**src/rtl/pipe_pkg.sv**
```systemverilog
// Shared types for the execute-stage conditional-execution logic.
package pipe_pkg;

  // ARM condition field encodings, Instr[31:28]
  typedef enum logic [3:0] {
    CondEq = 4'b0000,
    CondNe = 4'b0001,
    CondCs = 4'b0010,
    CondCc = 4'b0011,
    CondMi = 4'b0100,
    CondPl = 4'b0101,
    CondVs = 4'b0110,
    CondVc = 4'b0111,
    CondHi = 4'b1000,
    CondLs = 4'b1001,
    CondGe = 4'b1010,
    CondLt = 4'b1011,
    CondGt = 4'b1100,
    CondLe = 4'b1101,
    CondAl = 4'b1110,
    CondNv = 4'b1111
  } cond_t;

  // Bit positions within the {N,Z,C,V} flag vector
  localparam int unsigned FLAG_N = 3;
  localparam int unsigned FLAG_Z = 2;
  localparam int unsigned FLAG_C = 1;
  localparam int unsigned FLAG_V = 0;

  // Decoder FlagW field: [1] writes N,Z and [0] writes C,V
  typedef enum logic [1:0] {
    FlagWNone = 2'b00,
    FlagWCv   = 2'b01,
    FlagWNz   = 2'b10,
    FlagWAll  = 2'b11
  } flagw_t;

endpackage

```
**src/rtl/pipe_cond_unit_if.sv**
```systemverilog
// EX-stage control bundle seen by the conditional-execution unit.
interface pipe_cond_unit_if;
  logic       valid_e;
  logic       stall_e;
  logic [3:0] cond_e;
  logic [1:0] flag_w_e;
  logic       no_write_e;
  logic       reg_write_e;
  logic       mem_write_e;
  logic       pc_src_e;
  logic [3:0] alu_flags_e;
  logic       cond_ex_e;
  logic       reg_write_g;
  logic       mem_write_g;
  logic       pc_src_g;
  logic [3:0] flags_q;
  logic       illegal_cond_e;

  // Pipeline side: drives the ungated controls, receives the gated ones
  modport master (
    output valid_e, stall_e, cond_e, flag_w_e, no_write_e,
    output reg_write_e, mem_write_e, pc_src_e, alu_flags_e,
    input  cond_ex_e, reg_write_g, mem_write_g, pc_src_g, flags_q, illegal_cond_e
  );

  // Conditional-execution unit side
  modport slave (
    input  valid_e, stall_e, cond_e, flag_w_e, no_write_e,
    input  reg_write_e, mem_write_e, pc_src_e, alu_flags_e,
    output cond_ex_e, reg_write_g, mem_write_g, pc_src_g, flags_q, illegal_cond_e
  );
endinterface

```
**src/rtl/pipe_cond_check.sv**
```systemverilog
// Purely combinational condition evaluator: (cond, NZCV) -> pass.
module pipe_cond_check
  import pipe_pkg::*;
#(
  parameter bit NV_ALWAYS = 1'b0
) (
  input  cond_t      cond_i,
  input  logic [3:0] flags_i,
  output logic       pass_o
);

  logic n, z, c, v;
  assign n = flags_i[FLAG_N];
  assign z = flags_i[FLAG_Z];
  assign c = flags_i[FLAG_C];
  assign v = flags_i[FLAG_V];

  // Decode the condition against the supplied flags
  always_comb begin
    pass_o = 1'b0;
    unique case (cond_i)
      CondEq: pass_o = z;
      CondNe: pass_o = ~z;
      CondCs: pass_o = c;
      CondCc: pass_o = ~c;
      CondMi: pass_o = n;
      CondPl: pass_o = ~n;
      CondVs: pass_o = v;
      CondVc: pass_o = ~v;
      CondHi: pass_o = c & ~z;
      CondLs: pass_o = ~c | z;
      CondGe: pass_o = (n == v);
      CondLt: pass_o = (n != v);
      CondGt: pass_o = ~z & (n == v);
      CondLe: pass_o = z | (n != v);
      CondAl: pass_o = 1'b1;
      CondNv: pass_o = NV_ALWAYS;
    endcase
  end

endmodule

```
**src/rtl/pipe_cond_unit.sv**
```systemverilog
// Execute-stage conditional execution: holds NZCV, gates side effects of the EX instruction.
module pipe_cond_unit
  import pipe_pkg::*;
#(
  parameter logic [3:0] FLAG_RST  = 4'b0000,
  parameter bit         NV_ALWAYS = 1'b0
) (
  input  logic             clk,
  input  logic             rst_n,
  pipe_cond_unit_if.slave  bus_io
);

  logic [3:0] flags_q, flags_d;
  logic       pass;
  logic       cond_ex;
  logic       commit;

  // Evaluation uses only the stored flags; the ALU flags of the same
  // instruction never feed back into its own condition.
  pipe_cond_check #(
    .NV_ALWAYS (NV_ALWAYS)
  ) u_cond_check (
    .cond_i  (cond_t'(bus_io.cond_e)),
    .flags_i (flags_q),
    .pass_o  (pass)
  );

  assign cond_ex = bus_io.valid_e & pass;
  assign commit  = bus_io.valid_e & ~bus_io.stall_e & cond_ex;

  // Next flags: N,Z and C,V pairs are written independently
  always_comb begin
    flags_d = flags_q;
    if (commit && bus_io.flag_w_e[1]) begin
      flags_d[FLAG_N] = bus_io.alu_flags_e[FLAG_N];
      flags_d[FLAG_Z] = bus_io.alu_flags_e[FLAG_Z];
    end
    if (commit && bus_io.flag_w_e[0]) begin
      flags_d[FLAG_C] = bus_io.alu_flags_e[FLAG_C];
      flags_d[FLAG_V] = bus_io.alu_flags_e[FLAG_V];
    end
  end

  // Architectural NZCV register
  always_ff @(posedge clk or negedge rst_n) begin
    if (!rst_n) begin
      flags_q <= FLAG_RST;
    end else begin
      flags_q <= flags_d;
    end
  end

  // Gated controls; a stalled instruction still reports them, EX/MEM drops them
  always_comb begin
    bus_io.cond_ex_e      = cond_ex;
    bus_io.reg_write_g    = bus_io.reg_write_e & cond_ex & ~bus_io.no_write_e;
    bus_io.mem_write_g    = bus_io.mem_write_e & cond_ex;
    bus_io.pc_src_g       = bus_io.pc_src_e & cond_ex;
    bus_io.flags_q        = flags_q;
    bus_io.illegal_cond_e = bus_io.valid_e & (bus_io.cond_e == 4'b1111) & ~NV_ALWAYS;
  end

endmodule

```
**src/flat_wrapper.sv**
```systemverilog
// flat-port wrapper written by rule: the top's interface ports become plain ports
module pipe_cond_unit_flat import pipe_pkg::*;
#(
  parameter logic [3:0] FLAG_RST  = 4'b0000,
  parameter bit         NV_ALWAYS = 1'b0
)
  (clk, rst_n, bus_io_valid_e, bus_io_stall_e, bus_io_cond_e, bus_io_flag_w_e, bus_io_no_write_e, bus_io_reg_write_e, bus_io_mem_write_e, bus_io_pc_src_e, bus_io_alu_flags_e, bus_io_cond_ex_e, bus_io_reg_write_g, bus_io_mem_write_g, bus_io_pc_src_g, bus_io_flags_q, bus_io_illegal_cond_e);
  pipe_cond_unit_if bus_io_i ();
  input  logic clk;
  input  logic rst_n;
  input wire logic [$bits(bus_io_i.valid_e)-1:0] bus_io_valid_e;
  input wire logic [$bits(bus_io_i.stall_e)-1:0] bus_io_stall_e;
  input wire logic [$bits(bus_io_i.cond_e)-1:0] bus_io_cond_e;
  input wire logic [$bits(bus_io_i.flag_w_e)-1:0] bus_io_flag_w_e;
  input wire logic [$bits(bus_io_i.no_write_e)-1:0] bus_io_no_write_e;
  input wire logic [$bits(bus_io_i.reg_write_e)-1:0] bus_io_reg_write_e;
  input wire logic [$bits(bus_io_i.mem_write_e)-1:0] bus_io_mem_write_e;
  input wire logic [$bits(bus_io_i.pc_src_e)-1:0] bus_io_pc_src_e;
  input wire logic [$bits(bus_io_i.alu_flags_e)-1:0] bus_io_alu_flags_e;
  output wire logic [$bits(bus_io_i.cond_ex_e)-1:0] bus_io_cond_ex_e;
  output wire logic [$bits(bus_io_i.reg_write_g)-1:0] bus_io_reg_write_g;
  output wire logic [$bits(bus_io_i.mem_write_g)-1:0] bus_io_mem_write_g;
  output wire logic [$bits(bus_io_i.pc_src_g)-1:0] bus_io_pc_src_g;
  output wire logic [$bits(bus_io_i.flags_q)-1:0] bus_io_flags_q;
  output wire logic [$bits(bus_io_i.illegal_cond_e)-1:0] bus_io_illegal_cond_e;
  assign bus_io_i.valid_e = bus_io_valid_e;
  assign bus_io_i.stall_e = bus_io_stall_e;
  assign bus_io_i.cond_e = bus_io_cond_e;
  assign bus_io_i.flag_w_e = bus_io_flag_w_e;
  assign bus_io_i.no_write_e = bus_io_no_write_e;
  assign bus_io_i.reg_write_e = bus_io_reg_write_e;
  assign bus_io_i.mem_write_e = bus_io_mem_write_e;
  assign bus_io_i.pc_src_e = bus_io_pc_src_e;
  assign bus_io_i.alu_flags_e = bus_io_alu_flags_e;
  assign bus_io_cond_ex_e = bus_io_i.cond_ex_e;
  assign bus_io_reg_write_g = bus_io_i.reg_write_g;
  assign bus_io_mem_write_g = bus_io_i.mem_write_g;
  assign bus_io_pc_src_g = bus_io_i.pc_src_g;
  assign bus_io_flags_q = bus_io_i.flags_q;
  assign bus_io_illegal_cond_e = bus_io_i.illegal_cond_e;
  pipe_cond_unit #(.FLAG_RST(FLAG_RST), .NV_ALWAYS(NV_ALWAYS)) u_core (.clk(clk), .rst_n(rst_n), .bus_io(bus_io_i));
endmodule
```
**config.mk**
```make
export PLATFORM = sky130hd
export DESIGN_NAME = pipe_cond_unit_flat
export DESIGN_NICKNAME = d
export VERILOG_FILES = /design/src/rtl/pipe_pkg.sv /design/src/rtl/pipe_cond_unit_if.sv /design/src/rtl/pipe_cond_check.sv /design/src/rtl/pipe_cond_unit.sv /design/src/flat_wrapper.sv
export SDC_FILE = /design/constraint.sdc
export NUM_CORES = 1
export LEC_CHECK = 0
export ABC_AREA = 1
export BUFFER_PORTS_ARGS = -buffer_cell sky130_fd_sc_hd__buf_2
export CORE_UTILIZATION = 24
export CTS_CLUSTER_DIAMETER = 200
export DETAILED_ROUTE_END_ITERATION = 16
export PLACE_DENSITY = 0.57
export SKIP_CTS_REPAIR_TIMING = 1
export SLEW_MARGIN = 20
export SYNTH_ARGS = -nofsm -noshare
export SYNTH_HDL_FRONTEND = slang
export SYNTH_HIERARCHICAL = 1
export SYNTH_SLANG_ARGS = --single-unit
```
**constraint.sdc**
```tcl
create_clock -name clk -period 1.7 [get_ports clk]
set_input_delay 0.085 -clock clk [delete_from_list [all_inputs] [get_ports clk]]
set_output_delay 0.085 -clock clk [all_outputs]
set_load 0.005 [all_outputs]
```
### Word level (Yosys, flattened, before mapping)

Cells that the tools add are included.

| storage, ports and cells | value |
|---|---|
| word-level logic and storage cells | 41 |
| latch bits | 0 |
| memory bits (writable) | 0 |
| ROM bits | 0 |
| input bits | 18 |
| register bits | 4 |
| memories | 0 |

| cells by class | value |
|---|---|
| bitwise gates (word level) | 18 |
| multipliers | 0 |
| multiplexer cells | 1 |
| divide/modulo/power cells | 0 |
| shifts and indexed selects | 0 |
| add/sub/neg operators | 0 |
| order comparisons | 0 |
| eq/ne operators | 17 |
| reduce and logical (&&, ||, !) cells | 3 |

Operators with widths:

| operator | number |
|---|---|
| 4-bit equality test (second input constant) | 8 |
| 4-bit by 3-bit equality test with 1-bit output (second input constant) | 4 |
| 1-bit one-hot mux with 16 select lines | 1 |
| 1-bit bitwise AND | 10 |
| 4-bit by 2-bit equality test with 1-bit output (second input constant) | 2 |
| 1-bit NOT | 6 |
| 4-bit by 1-bit equality test with 1-bit output (second input constant) | 1 |
| 4-bit logical NOT | 1 |
| 1-bit logical AND | 2 |
| 1-bit OR | 2 |
| 1-bit equality test | 1 |
| 1-bit inequality test | 1 |

### Logic depth before layout (Yosys ltp)

| logic depth | value |
|---|---|
| depth after elaboration | 6 |
| mapped depth | 14 |
| gate-level depth less buffers | 14 |

### Cells and area by module

The synthesis kept the hierarchy.

Modules (own cells, without submodules):

| module | area an instance (um^2) | cells an instance | instances | seq. area each (um^2) |
|---|---|---|---|---|
| pipe_cond_unit | 222.7 | 31 | 1 | 100.1 |
| pipe_cond_check | 205.2 | 45 | 1 | 0.0 |

### Worst setup path after synthesis

Ideal clock, no wire load.

| timing path | value |
|---|---|
| path kind | register -> output |
| from | register u_core.flags_q[3], in the netlist u_core/bus_io.flags_q[3] |
| to | output bus_io_reg_write_g |
| cell stages (with the launch flop) | 14 |
| slack | 0.338 ns |
| data arrival time | 1.277 ns |
| cells stage by stage | dfrtp_1 -> inv_1 -> nand2_1 -> nand2_1 -> nand3_1 -> nand2_1 -> nand2_1 -> nand3_1 -> nand2_1 -> nand3_2 -> nand2_2 -> inv_2 -> nand2_1 -> nor2_1 |

| between the ends | value |
|---|---|
| longest elaborated chain between the ends | 6 |

RTL lines:

| item | line | source |
|---|---|---|
| from (decl) | pipe_cond_unit.sv:13 | `logic [3:0] flags_q, flags_d;` |
| from (signal assigned) | pipe_cond_unit.sv:49 | `flags_q <= flags_d;` |
| 1-bit inequality test or 1-bit equality test (tied branches) | - |  |
| 1-bit OR or 1-bit bitwise AND (tied branches) | pipe_cond_check.sv:35, pipe_cond_check.sv:34 |  |
| 1-bit one-hot mux with 16 select lines * | pipe_cond_check.sv:21 | `unique case (cond_i)` |
| named net u_core.pass | pipe_cond_unit.sv:14 | `logic pass;` |
| 1-bit bitwise AND * | pipe_cond_unit.sv:28 | `assign cond_ex = bus_io.valid_e & pass;` |
| named net bus_io_cond_ex_e | flat_wrapper.sv:20 | `output wire logic [$bits(bus_io_i.cond_ex_e)-1:0] bus_io_cond_ex_e;` |
| 1-bit bitwise AND * (2 in series) | pipe_cond_unit.sv:56 | `bus_io.reg_write_g = bus_io.reg_write_e & cond_ex & ~bus_io.no_write_e;` |
| to (decl) | flat_wrapper.sv:21 | `output wire logic [$bits(bus_io_i.reg_write_g)-1:0] bus_io_reg_write_g;` |

Mark *: on every way through the listed nets, which the timed path passes. The rest lies on a longest branch.

### Final worst setup path

| timing path | value |
|---|---|
| from | register u_core.flags_q[3], in the netlist u_core/bus_io.flags_q[3] |
| to | output bus_io_reg_write_g |

| between the ends | value |
|---|---|
| longest elaborated chain between the ends | 6 |

RTL lines:

| item | line |
|---|---|
| 1-bit inequality test or 1-bit equality test (tied branches) | - |
| 1-bit OR or 1-bit bitwise AND (tied branches) | pipe_cond_check.sv:35, pipe_cond_check.sv:34 |
| 1-bit one-hot mux with 16 select lines * | pipe_cond_check.sv:21 |
| named net u_core.pass | pipe_cond_unit.sv:14 |
| 1-bit bitwise AND * | pipe_cond_unit.sv:28 |
| 1-bit bitwise AND * (2 in series) | pipe_cond_unit.sv:56 |

Marked as above.

==> metrics.md <==
| Metric | Value |
|---|---|
| Status | `finished, violations left` |
| Failing checks | `negative setup slack` |
| CP Launch Type | `flip-flop` |
| Clock Latency Late Sink | `230 ps` |
| # diodes | `0` |
| Synth unique cells | `15` |
| Syn Inst Count | `76` |
| Top reg by flops | `u_core/bus_io.flags_q` |
| Most used cell, CP | `nand2_1` |
| Synth-to-layout area growth | `57.3%` |
| Final wirelength | `1210 microns` |
| Crit-path slowest cell | `dfrtp_2` |
| Max Freq | `574 MHz` |
| Yosys reg bits | `4` |
| Fin. max-slew vios | `0` |
| Num Clock Sinks | `4` |
| WS Path Type | `reg -> out` |
| Port bufs | `26` |
| Sum Neg Setup Slack | `-41.7 ps` |
| Final worst slack | `-41.7 ps` |
| Placement Rows | `14` |
| Synth warn | `6` |
| Congestion Overflow GR | `0` |
| Crit path DAT | `1660 ps` |
| Drt drc | `0` |
| Drt via density | `4.71` |
| Crit-path leading delay family | `simple AND/OR/NAND/NOR gates` |
| 1st-pass router iterations | `5` |
| Commonest cells after routing, fill and taps aside | `26 x buf_2, 25 x nand2_1, 12 x nand3_1` |
| Crit end category | `primary output` |
| Synth Area per Inst | `5.63 sq um` |
| Worst Max-Slew Pin Slew | `202 ps` |
| Final Hold Viols | `0` |
| Max reg flops | `4` |
| Clock-pin slew of the registers on the worst-case setup and hold paths | `40 ps` |
| Post-Syn Area | `428 sq um` |
| Antenna violations before repair | `0` |
| Chip height | `44.2 microns` |
| Total global-route track usage | `13.0%` |
| Worst Path Buf+Inv | `3` |
| TritonCTS clock tree | `done` |
| Finished Layout Cells | `128` |
| Clock root buffer | `clkbuf_4` |
| DR WL/cell | `9.42 microns` |
| RSZ-0062 raised after global routing | `yes` |
| Largest registers | `u_core/bus_io.flags_q x4` |
| Worst Skew | `3.56 ps` |
| Crit-path max FO | `4` |
| Die X | `44.2 microns` |
| Syn Nets | `94` |
| Share of cells above drive strength 1 | `45.5%` |
| Core Area | `1580 sq um` |
| Vias post-DR | `603` |
| Fin area | `673 sq um` |
| Final Cycle Share | `102%` |
| Maximum VDD drop | `0.000877 V` |
| Worst path cell trace | `inv_2 -> nand2_2 -> nand2_2 -> nand3_2 -> nand2_1 -> nand2_1 -> nand3_1 -> nand2_1 -> nand3_2 -> nand2_4 -> inv_2 -> nand2_1 -> nor2_1 -> buf_2` |
| Die Area | `1960 sq um` |
| Final setup violation count | `1` |
| H-tree levels | `1` |
| Max cap viols | `0` |
| HPWL reported at the end of detailed placement | `963 microns` |
| Vias in the first global route | `525` |
| Placed cell areas | `578 sq um` |
| Final Util | `42.7%` |
| IO Pins | `27` |
| Placed insts | `118` |
| Nets | `132` |
| Post-route ant nets | `0` |
| Cts bufs inserted | `3` |
| Starting density of the core | `27.1%` |
| Slew headroom | `86.5%` |
| Worst path required time | `1620 ps` |
| Clock Path Buffers | `2` |
| Commonest non-fill, non-tap cell in the layout | `buf_2` |
| First-pass GRT wire length | `1980 microns` |
| Power Total | `0.845 mW` |
| Initial DRC Count | `13` |
| Placer Congestion | `0.856` |
| Largest stage delay, worst path | `420 ps` |
| Largest net degree at the start of global routing | `8` |
| Register area share after synthesis | `23.4%` |
| HP Class | `in -> reg` |
| Min cycle time layout | `1740 ps` |
| Pwr dens | `1260 nW/um^2` |
| Static leakage | `0.405 nW` |
[worst paths after layout]
check | to | start | cells past startpoint | slack, ps
max reg2reg | u_core/bus_io.flags_q[2] | u_core/bus_io.flags_q[3] | 13 | 160
max in group asynchronous | u_core/bus_io.flags_q[0] | rst_n | 2 | 1380
min | u_core/bus_io.flags_q[0] | bus_io_alu_flags_e[0] | 3 | 90
max | bus_io_reg_write_g | u_core/bus_io.flags_q[3] | 14 | -40
min reg2reg | u_core/bus_io.flags_q[0] | u_core/bus_io.flags_q[0] | 2 | 530
min in group asynchronous | u_core/bus_io.flags_q[3] | rst_n | 2 | 190
[through the flow]
stage | worst slack, ps | hold WS (ps)
after global placement | 175 | -108
after floorplan | 338 | -211
final | -41.7 | 93.4
after CTS | -145 | -352
after global routing | -154 | 108
after detailed placement | 122 | -107
[synth_stat cells, drive strengths merged]
cell type	n	area share, %
a21oi	1	1.2
dfrtp	4	23
inv	12	11
nand2	28	25
nand3	14	18
nand4	2	2.9
nor2	10	12
o211ai	2	3.5
o21ai	3	3.5
[where the power goes]
group | switching [mW] | leakage (nW) | internal (mW)
registers | 0.0645 | 0.0475 | 0.147
clock network | 0.0338 | 0.0138 | 0.0786
logic | 0.271 | 0.343 | 0.250
total | 0.369 | 0.405 | 0.476
[per-layer routing]
| metal | track usage [%] | routed length, microns | vias up |
|---|---|---|---|
| li1 | - | - | 317 |
| met1 | 16.6 | 564 | 260 |
| met2 | 21.5 | 554 | 24 |
| met3 | 4.08 | 72 | 2 |
| met4 | 3.03 | 13 | 0 |
| met5 | 0 | 0 | - |
[cell type report]
cell class / count / area [sq um]
well taps: 16 / 20.0
inverters: 12 / 45.0
flip-flops and latches: 4 / 103
multi-input cells: 60 / 298
fillers: 175 / 903
repair buffers: 33 / 185
clock buffers: 3 / 22.5
[kinds of logic after synthesis]
group,after synthesis,synth area share [%]
simple gates,54,57.9
buf+inv,12,10.5
flops,4,23.4
compound gates,6,8.18
[worst min-delay path, delay by kind of cell]
family                 cells  cell delay (ps)
buffers and inverters      1               80
and+or+nand+nor            2              130
(Power assumes the default switching activity.)
